==> config.mk <==
export PLATFORM = sky130hd
export DESIGN_NAME = char_match_engine
export DESIGN_NICKNAME = d
export VERILOG_FILES = /design/src/rtl/char_match_engine.sv
export SDC_FILE = /design/constraint.sdc
export NUM_CORES = 1
export LEC_CHECK = 0
export BUFFER_PORTS_ARGS = -buffer_cell sky130_fd_sc_hd__clkbuf_2
export CORE_ASPECT_RATIO = 0.6
export CORE_UTILIZATION = 55
export DETAILED_ROUTE_END_ITERATION = 10
export PLACE_DENSITY_LB_ADDON = 0.2
export RECOVER_POWER = 50
export SYNTH_ARGS = -nofsm -noshare
export SYNTH_HDL_FRONTEND = slang
export SYNTH_SLANG_ARGS = --single-unit
==> constraint.sdc <==
create_clock -name pixelclk -period 20 [get_ports pixelclk]
set_input_delay 0 -clock pixelclk [delete_from_list [all_inputs] [get_ports pixelclk]]
set_output_delay 0 -clock pixelclk [all_outputs]
set_load 0.05 [all_outputs]
==> src/rtl/char_match_engine.sv <==
// rtl/char_match_engine.sv - sequential Hamming-distance template matcher, one slot per clock
module char_match_engine #(
    parameter int FEAT_W   = 40,
    parameter int NUM_TMPL = 8,
    parameter int IDX_W    = 3,
    parameter int CODE_W   = 8,
    parameter int DIST_W   = 6
) (
    input  logic              pixelclk,
    input  logic              reset_n,
    input  logic              i_tmpl_we,
    input  logic [IDX_W-1:0]  i_tmpl_addr,
    input  logic [FEAT_W-1:0] i_tmpl_data,
    input  logic [CODE_W-1:0] i_tmpl_code,
    input  logic              i_tmpl_clr,
    input  logic              i_start,
    input  logic [FEAT_W-1:0] i_feature,
    input  logic [DIST_W-1:0] i_thresh,
    input  logic [DIST_W-1:0] i_margin,
    output logic              o_busy,
    output logic              o_done,
    output logic [CODE_W-1:0] o_result,
    output logic [IDX_W-1:0]  o_best_idx,
    output logic [DIST_W-1:0] o_best_dist,
    output logic [DIST_W-1:0] o_second_dist,
    output logic              o_reject
);

    typedef enum logic [1:0] {IDLE, SCAN, FINISH} state_t;

    localparam logic [IDX_W-1:0] LAST_IDX = IDX_W'(NUM_TMPL - 1);

    state_t              state;
    logic [FEAT_W-1:0]   tmpl [NUM_TMPL];
    logic [CODE_W-1:0]   code [NUM_TMPL];
    logic [NUM_TMPL-1:0] valid;

    logic [FEAT_W-1:0]   feat_q;
    logic [DIST_W-1:0]   thresh_q;
    logic [DIST_W-1:0]   margin_q;
    logic [IDX_W-1:0]    idx;
    logic [DIST_W-1:0]   best;
    logic [DIST_W-1:0]   second;
    logic [IDX_W-1:0]    best_idx_q;
    logic [1:0]          nvalid;

    logic                addr_ok;
    logic [FEAT_W-1:0]   diff;
    logic [DIST_W-1:0]   cur_dist;
    logic [DIST_W-1:0]   gap;
    logic                reject_c;

    // Only an index range wider than the slot count needs an explicit bound check.
    if ((2 ** IDX_W) > NUM_TMPL) begin : g_addr_chk
        assign addr_ok = (int'(i_tmpl_addr) < NUM_TMPL);
    end else begin : g_addr_full
        assign addr_ok = 1'b1;
    end

    always_comb begin
        diff     = feat_q ^ tmpl[idx];
        cur_dist = '0;
        for (int i = 0; i < FEAT_W; i++) begin
            cur_dist = cur_dist + DIST_W'(diff[i]);
        end
    end

    // second >= best always holds, so the gap cannot underflow.
    always_comb begin
        gap      = second - best;
        reject_c = (nvalid == 2'd0) || (best > thresh_q) ||
                   ((nvalid == 2'd2) && (gap < margin_q));
    end

    always_ff @(posedge pixelclk or negedge reset_n) begin
        if (!reset_n) begin
            state         <= IDLE;
            valid         <= '0;
            for (int i = 0; i < NUM_TMPL; i++) begin
                tmpl[i] <= '0;
                code[i] <= '0;
            end
            feat_q        <= '0;
            thresh_q      <= '0;
            margin_q      <= '0;
            idx           <= '0;
            best          <= '0;
            second        <= '0;
            best_idx_q    <= '0;
            nvalid        <= '0;
            o_busy        <= 1'b0;
            o_done        <= 1'b0;
            o_result      <= '0;
            o_best_idx    <= '0;
            o_best_dist   <= '0;
            o_second_dist <= '0;
            o_reject      <= 1'b0;
        end else begin
            o_done <= 1'b0;
            case (state)
                IDLE: begin
                    if (i_tmpl_clr) begin
                        valid <= '0;
                    end else if (i_tmpl_we && addr_ok) begin
                        valid[i_tmpl_addr] <= 1'b1;
                        tmpl[i_tmpl_addr]  <= i_tmpl_data;
                        code[i_tmpl_addr]  <= i_tmpl_code;
                    end
                    if (i_start) begin
                        feat_q     <= i_feature;
                        thresh_q   <= i_thresh;
                        margin_q   <= i_margin;
                        idx        <= '0;
                        best       <= '1;
                        second     <= '1;
                        best_idx_q <= '0;
                        nvalid     <= '0;
                        o_busy     <= 1'b1;
                        state      <= SCAN;
                    end
                end
                SCAN: begin
                    if (valid[idx]) begin
                        if (nvalid != 2'd2) begin
                            nvalid <= nvalid + 2'd1;
                        end
                        if (cur_dist < best) begin
                            second     <= best;
                            best       <= cur_dist;
                            best_idx_q <= idx;
                        end else if (cur_dist < second) begin
                            second <= cur_dist;
                        end
                    end
                    if (idx == LAST_IDX) begin
                        state <= FINISH;
                    end else begin
                        idx <= idx + 1'b1;
                    end
                end
                FINISH: begin
                    o_result      <= reject_c ? '0 : code[best_idx_q];
                    o_best_idx    <= best_idx_q;
                    o_best_dist   <= best;
                    o_second_dist <= second;
                    o_reject      <= reject_c;
                    o_done        <= 1'b1;
                    o_busy        <= 1'b0;
                    state         <= IDLE;
                end
                default: state <= IDLE;
            endcase
        end
    end

endmodule

### After elaboration in Yosys (flattened, before gate mapping)

Cells that the tools add are included.

| storage, ports and cells | value |
|---|---|
| word-level logic and storage cells | 166 |
| bits of input ports | 108 |
| bits in registers | 492 |
| output and inout port bits | 26 |

| operators by class | value |
|---|---|
| magnitude comparators | 11 |
| reductions and logical operators | 19 |
| eq/ne operators | 12 |
| muxes and demuxes | 43 |
| add/sub/neg operators | 42 |
| bitwise logic cells | 6 |

Operator list:

| operator | count |
|---|---|
| $bwmux W320 | 1 |
| $add A6 B1 Y6 | 34 |
| $bmux W40 S3 | 1 |
| $demux W40 S3 | 1 |
| $mux W40 | 3 |
| $bwmux W64 | 1 |
| $mux W8 | 6 |
| $xor A40 B40 Y40 | 1 |
| $mux W6 | 6 |
| $bmux W8 S3 | 1 |
| $demux W8 S3 | 1 |
| $pmux W6 S2 | 2 |
| $lt A6 B6 Y1 | 3 |
| $ne A2 B2 Y1 const B | 7 |
| $ge A4 B4 Y1 const B | 3 |
| $mux W3 | 4 |
| $not A3 Y4 | 3 |
| $pmux W3 S2 | 2 |
| $reduce_and A4 Y1 | 3 |
| $mux W2 | 5 |
| $lt A3 B4 Y1 const B | 2 |
| $or A8 B8 Y8 | 1 |
| $pmux W2 S2 | 2 |
| $reduce_and A2 Y1 | 4 |
| 25 further kinds | 36 |

### Depth between registers and ports, before layout

| depth | value |
|---|---|
| depth in word-level cells | 49 |
| mapped depth | 31 |
| depth with buffers taken out | 27 |

### Least setup slack after synthesis

No wires, ideal clock.

| timing path | value |
|---|---|
| kind | reg-to-reg |
| from | reg idx[0] |
| to | reg best[4] |
| path buffers | 4 |
| data required time | 19.923 ns |
| cell stages (with the launch flop) | 32 |
| setup time | 0.077 ns |
| slack | 11.894 ns |
| period minus slack after synthesis | 8.106 ns |
| arrival time | 8.028 ns |
| path through | dfrtp_1 -> clkbuf_1 -> buf_2 -> buf_2 -> mux4_2 -> mux2i_1 -> xnor2_1 -> fa_1 -> inv_1 -> fa_1 -> fa_1 -> inv_1 -> fa_1 -> fa_1 -> inv_1 -> fa_1 -> fa_1 -> inv_1 -> ha_1 -> fa_1 -> a21oi_1 -> nor2_1 -> nor2_1 -> xnor2_1 -> ha_1 -> a21o_1 -> a21oi_1 -> o21ai_0 -> o21ai_2 -> buf_2 -> nor2_1 -> a21oi_1 |

| on the way | value |
|---|---|
| cells in the longest elaborated chain, start to end | 47 |
| elaborated cells between the ends (all ways) | 53 |
| classes of those cells | 39 x add/sub; 1 x order compare; 2 x eq/ne; 8 x mux; 2 x bitwise; 1 x reduce/logical |

Ends and longest elaborated chain:

| element | RTL line | source |
|---|---|---|
| from (decl) | 41 | `logic [IDX_W-1:0] idx;` |
| from (signal assigned) | 138 | `idx <= idx + 1'b1;` |
| $not A3 Y4 (not written as such) | 61 | `diff = feat_q ^ tmpl[idx];` |
| $bmux W40 S3 | 61 |  |
| $mux W40 (not written as such) (2 in a row) | 61 |  |
| $xor A40 B40 Y40 | 61 |  |
| $add A1 B1 Y2 | 64 | `cur_dist = cur_dist + DIST_W'(diff[i]);` |
| $add A2 B1 Y3 | 64 |  |
| $add A3 B1 Y4 | 64 |  |
| $add A4 B1 Y5 | 64 |  |
| $add A5 B1 Y6 | 64 |  |
| $add A6 B1 Y6 (34 in a row) | 64 |  |
| $lt A6 B6 Y1 / $mux W6 (equally long branches) | 127 | `if (cur_dist < best) begin` |
| $ne A2 B2 Y1 (no source line) / $mux W6 (equally long branches) | -- |  |
| $reduce_and A4 Y1 (no source line) / $pmux W6 S2 (equally long branches) | -- |  |
| to (signal assigned) | 129 | `best <= cur_dist;` |
| to (decl) | 42 | `logic [DIST_W-1:0] best;` |

Parallel ways exist; a longest one is shown, timed or not. The select of a mux whose other input is x is not followed.
A chain may end at the register's enable or synchronous reset.

### Worst setup path after layout

| timing path | value |
|---|---|
| from | reg idx[0] |
| to | reg best_idx_q[1] |

| on the way | value |
|---|---|
| cells in the longest elaborated chain, start to end | 47 |
| elaborated cells between the ends (all ways) | 50 |
| classes of those cells | 39 x add/sub; 1 x order compare; 2 x eq/ne; 5 x mux; 2 x bitwise; 1 x reduce/logical |

Ends and longest elaborated chain:

| element | RTL line | source |
|---|---|---|
| $not A3 Y4 (not written as such) | 61 |  |
| $bmux W40 S3 | 61 |  |
| $mux W40 (not written as such) (2 in a row) | 61 |  |
| $xor A40 B40 Y40 | 61 |  |
| $add A1 B1 Y2 | 64 |  |
| $add A2 B1 Y3 | 64 |  |
| $add A3 B1 Y4 | 64 |  |
| $add A4 B1 Y5 | 64 |  |
| $add A5 B1 Y6 | 64 |  |
| $add A6 B1 Y6 (34 in a row) | 64 |  |
| $lt A6 B6 Y1 | 127 |  |
| $ne A2 B2 Y1 (no source line) | -- |  |
| $reduce_and A4 Y1 (no source line) (*) | -- |  |
| to (signal assigned) | 130 | `best_idx_q <= idx;` |
| to (decl) | 44 | `logic [IDX_W-1:0] best_idx_q;` |

Mark *: on every way between the ends. The rest lies on a longest branch, timed or not. The select of a mux whose other input is x is not followed.

==> Implementation_results.wiki <==
{| class="wikitable"
! Metric !! Value
|-
| Result of the run || finished with violations
|-
| Failing checks || max-capacitance violations, max-slew violations
|-
| Number of buffers between clock root and the deepest sink || 3
|-
| Stages on the worst setup path || 28
|-
| Cell area after placement || 24290 sq um
|-
| DRC errors left || 0
|-
| Pre-antenna DRT Iters || 5
|-
| Placed Cells || 2249
|-
| F_max || 0.1021 GHz
|-
| Initial antenna violation count || 1
|-
| Fraction of the cycle the final worst path needs || 49.00%
|-
| Filler Cells Inserted || 3028
|-
| X dimension of the die || 266.6 microns
|-
| Setup repair after global routing missed its margin || false
|-
| Critical path's largest stage delay || 0.78 ns
|-
| Arrival time of data at the critical path endpoint || 10.27 ns
|-
| CTS tree || built
|-
| Gate family responsible for the most delay along the worst path || adder cells
|-
| Initial standard-cell utilization of the core || 56.42%
|-
| Post-synthesis async set-or-reset flop share || 100.0%
|-
| Number of placed I/O pins || 134
|-
| Final Hold Violating Endpoints || 0
|-
| Drt first-iter violations || 844
|-
| Flop-to-flop setup slack || 10.20 ns
|-
| Post-Synthesis Mean Instance Area || 14.21 sq um
|-
| Layout cell share with drive strength beyond 1 || 36.41%
|-
| Die area || 42850 sq um
|-
| Wirelength, routed || 53.41 mm
|-
| Routed vias || 13900
|-
| Remaining number of nets flagged by the antenna check after routing || 0
|-
| PostCTS Resize Cnt || 0
|-
| Slowest cell on the critical path || buf_4
|-
| Vias in the first global route || 14846
|-
| Final standard cell area without fillers || 26930 sq um
|-
| Maximum level of the CTS H-tree || 2
|-
| Maximum Capacitance Violations || 6
|-
| Dominant cell type by count on the critical path || fa_1
|-
| Relative area change from synthesis to final layout || 16.59%
|-
| Portion of the post-synthesis area used by sequential elements || 53.30%
|-
| Worst slew slack as a fraction of its limit || -267.5%
|-
| Via count normalized by instance count || 5.704
|-
| Synthesized instance count || 1625
|-
| Worst Clk Skew || 0.02301 ns
|-
| Total half-perimeter wirelength after legalization and detailed placement || 31.94 mm
|-
| Critical path launch point || idx[0]
|-
| Clock Sink Count || 492
|-
| Clock buffers created by TritonCTS || 46
|-
| Worst slack after detailed placement || 10.20 ns
|-
| Core Box Area || 40940 sq um
|-
| Syn nets || 1806
|-
| Top flip-flop cell by instance count after synthesis || dfrtp_1
|-
| Root cell of the clock tree || clkbuf_16
|-
| Maximum number of pins on one net before global-route repair || 182
|-
| Final RePlAce weighted congestion || 0.8861
|-
| Slew at the pin closest to its max-slew limit || 5.513 ns
|-
| Total buffers and inverters traversed by the critical path || 5
|-
| Setup crit start kind || flop
|-
| Total routing usage reported by global routing || 25.95%
|-
| Buffers added on ports || 133
|-
| Insertion delay of the later-clocked pin in the worst-skew pair || 0.56 ns
|-
| EDFF count, synth || 0
|-
| Setup Crit Path Kind || reg -> reg
|-
| Number of distinct library cell variants in the gate-level netlist after synthesis || 48
|-
| Shortest period the worst path allows || 9.799 ns
|-
| # rows || 57
|-
| Die Y-Extent || 160.7 microns
|-
| Clock-pin slew reported for the worst setup and hold paths after clock tree synthesis || 0.07 ns
|-
| Depth of the worst register-to-register path || 28
|-
| Count of state elements after synthesis || 492
|-
| Capturing element type of the critical path || flop
|-
| CP Max Fanout || 43
|-
| Setup TNS || 0 ns
|-
| Post-route non-filler standard cell count || 2437
|-
| Worst setup slack after layout || 10.20 ns
|-
| Critical path endpoint || best_idx_q[1]
|-
| Worst min-delay path startpoint || i_start
|-
| Total global routing overflow || 0
|-
| Count of yosys warnings during synthesis || 0
|-
| Final Max Tran Viols || 349
|-
| Required time of the critical path || 20.48 ns
|-
| R2r endpoint || best_idx_q[1]
|-
| Global-route wire length before repair || 85.63 mm
|-
| Synthesized cell area || 23100 sq um
|-
| Hold Path Class || in -> reg
|-
| Setup-failing EPs final || 0
|-
| Routed wire length per instance || 21.92 microns
|-
| Final nets || 2020
|-
| Reg2reg start || idx[0]
|}
-- sequential cells by signal, indices dropped and copies added, names as in the netlist, 2 cells and up --
name and count:
idx 3, best_idx_q 3, second 6, o_result 8, state 2, thresh_q 6
code 64, feat_q 40, nvalid 2, valid 8, o_best_idx 3, o_second_dist 6
best 6, margin_q 6, tmpl 320, o_best_dist 6
-- stage by stage --
| step | hold WS (ns) | util [%] |
|---|---|---|
| after CTS | 0.1024 | 65.96 |
| after global routing | 0.1225 | 65.77 |
| after detailed placement | 0.09507 | 59.33 |
| final | 0.1201 | 65.78 |
| after floorplan | -0.2956 | - |
| after global placement | 0.08960 | 59.33 |
-- routing by layer --
layer,routed length [microns],share of wire [%],track usage (%),up-vias
met5,0,0,0,-
met4,783,1.5,5.146,0
met3,2567,4.8,4.830,62
met2,24990,47,40.18,279
met1,25060,47,38.71,7366
li1,-,-,-,6193
-- logic make-up (layout without fill, tap and decap cells) --
logic type / after synthesis / in the layout / share of synthesized area, %
AO/OA/AOI/OAI: 102 / 102 / 2.676
XOR/XNOR: 48 / 48 / 1.820
adder cells (fa/ha/maj): 73 / 73 / 4.995
buffers and inverters: 149 / 400 / 2.665
flip-flops: 492 / 492 / 53.30
multiplexers: 532 / 532 / 30.40
other: 0 / 1 / 0
AND/OR/NAND/NOR: 229 / 229 / 4.144
-- cell usage in the layout, fill, tap and decap left out, types with 9 or more instances in the layout --
cell	n
clkbuf_16	47
ha_1	41
dfrtp_1	489
clkinv_2	10
mux2i_1	50
clkbuf_1	39
bufinv_16	11
xnor2_1	28
mux2_1	10
inv_1	59
o21ai_0	43
a21oi_1	20
xor2_1	20
buf_4	15
mux4_2	97
nand2_1	171
o21a_1	9
clkbuf_2	106
dlygate4sd3_1	102
mux2_2	375
nor2_1	27
fa_1	32
-- Yosys cell counts, types with 28 or more instances --
library cell	number	area (sq um)
buf_2	33	165.2
clkbuf_1	36	135.1
dfrtp_1	492	12310
fa_1	32	640.6
ha_1	41	513.0
inv_1	59	221.5
mux2_2	375	4223
mux2i_1	50	500.5
mux4_2	97	2185
nand2_1	172	645.6
nor2_1	29	108.9
o21ai_0	43	215.2
xnor2_1	28	245.2
-- timing repair --
action                                  4_1_cts  5_1_grt
hold buffers                                102        0
hold endpoints to repair                    543        0
buffers inserted                              0        0
endpoints found under the setup margin        0        0
-- worst register-to-register path: cells and delay by family, from the launching register on --
kind	cells	cell delay [ns]
simple gates	3	0.33
xor+xnor	2	0.41
mux	2	0.84
flops	1	0.62
compound gates	6	1.23
fa+ha+maj	10	4.59
buf+inv	5	1.70
-- worst min path at each step --
stage                              to  slack, ns  cells past startpoint
after floorplan               best[0]      -0.30                      0
after global placement    margin_q[1]       0.09                      1
after detailed placement  thresh_q[0]        0.1                      1
after CTS                      o_busy       0.10                      4
after global routing           o_busy       0.12                      4
final                          o_busy       0.12                      4
-- area by class of cell --
| class | count | area [sq um] | share of cell area [%] |
|---|---|---|---|
| antenna | 1 | 2.502 | 0.009293 |
| timing repair buffer | 255 | 1800 | 6.686 |
| clock inverter | 24 | 404.1 | 1.501 |
| inverter | 60 | 225.2 | 0.8364 |
| multi-input combinational | 984 | 10190 | 37.83 |
| sequential | 492 | 12320 | 45.75 |
| clock buffer | 61 | 1289 | 4.786 |
| tap | 560 | 700.7 | 2.602 |
Power is left out: the tool's default activity adds up to more than one toggle a clock period on the data nets, which glitch-free logic cannot reach.
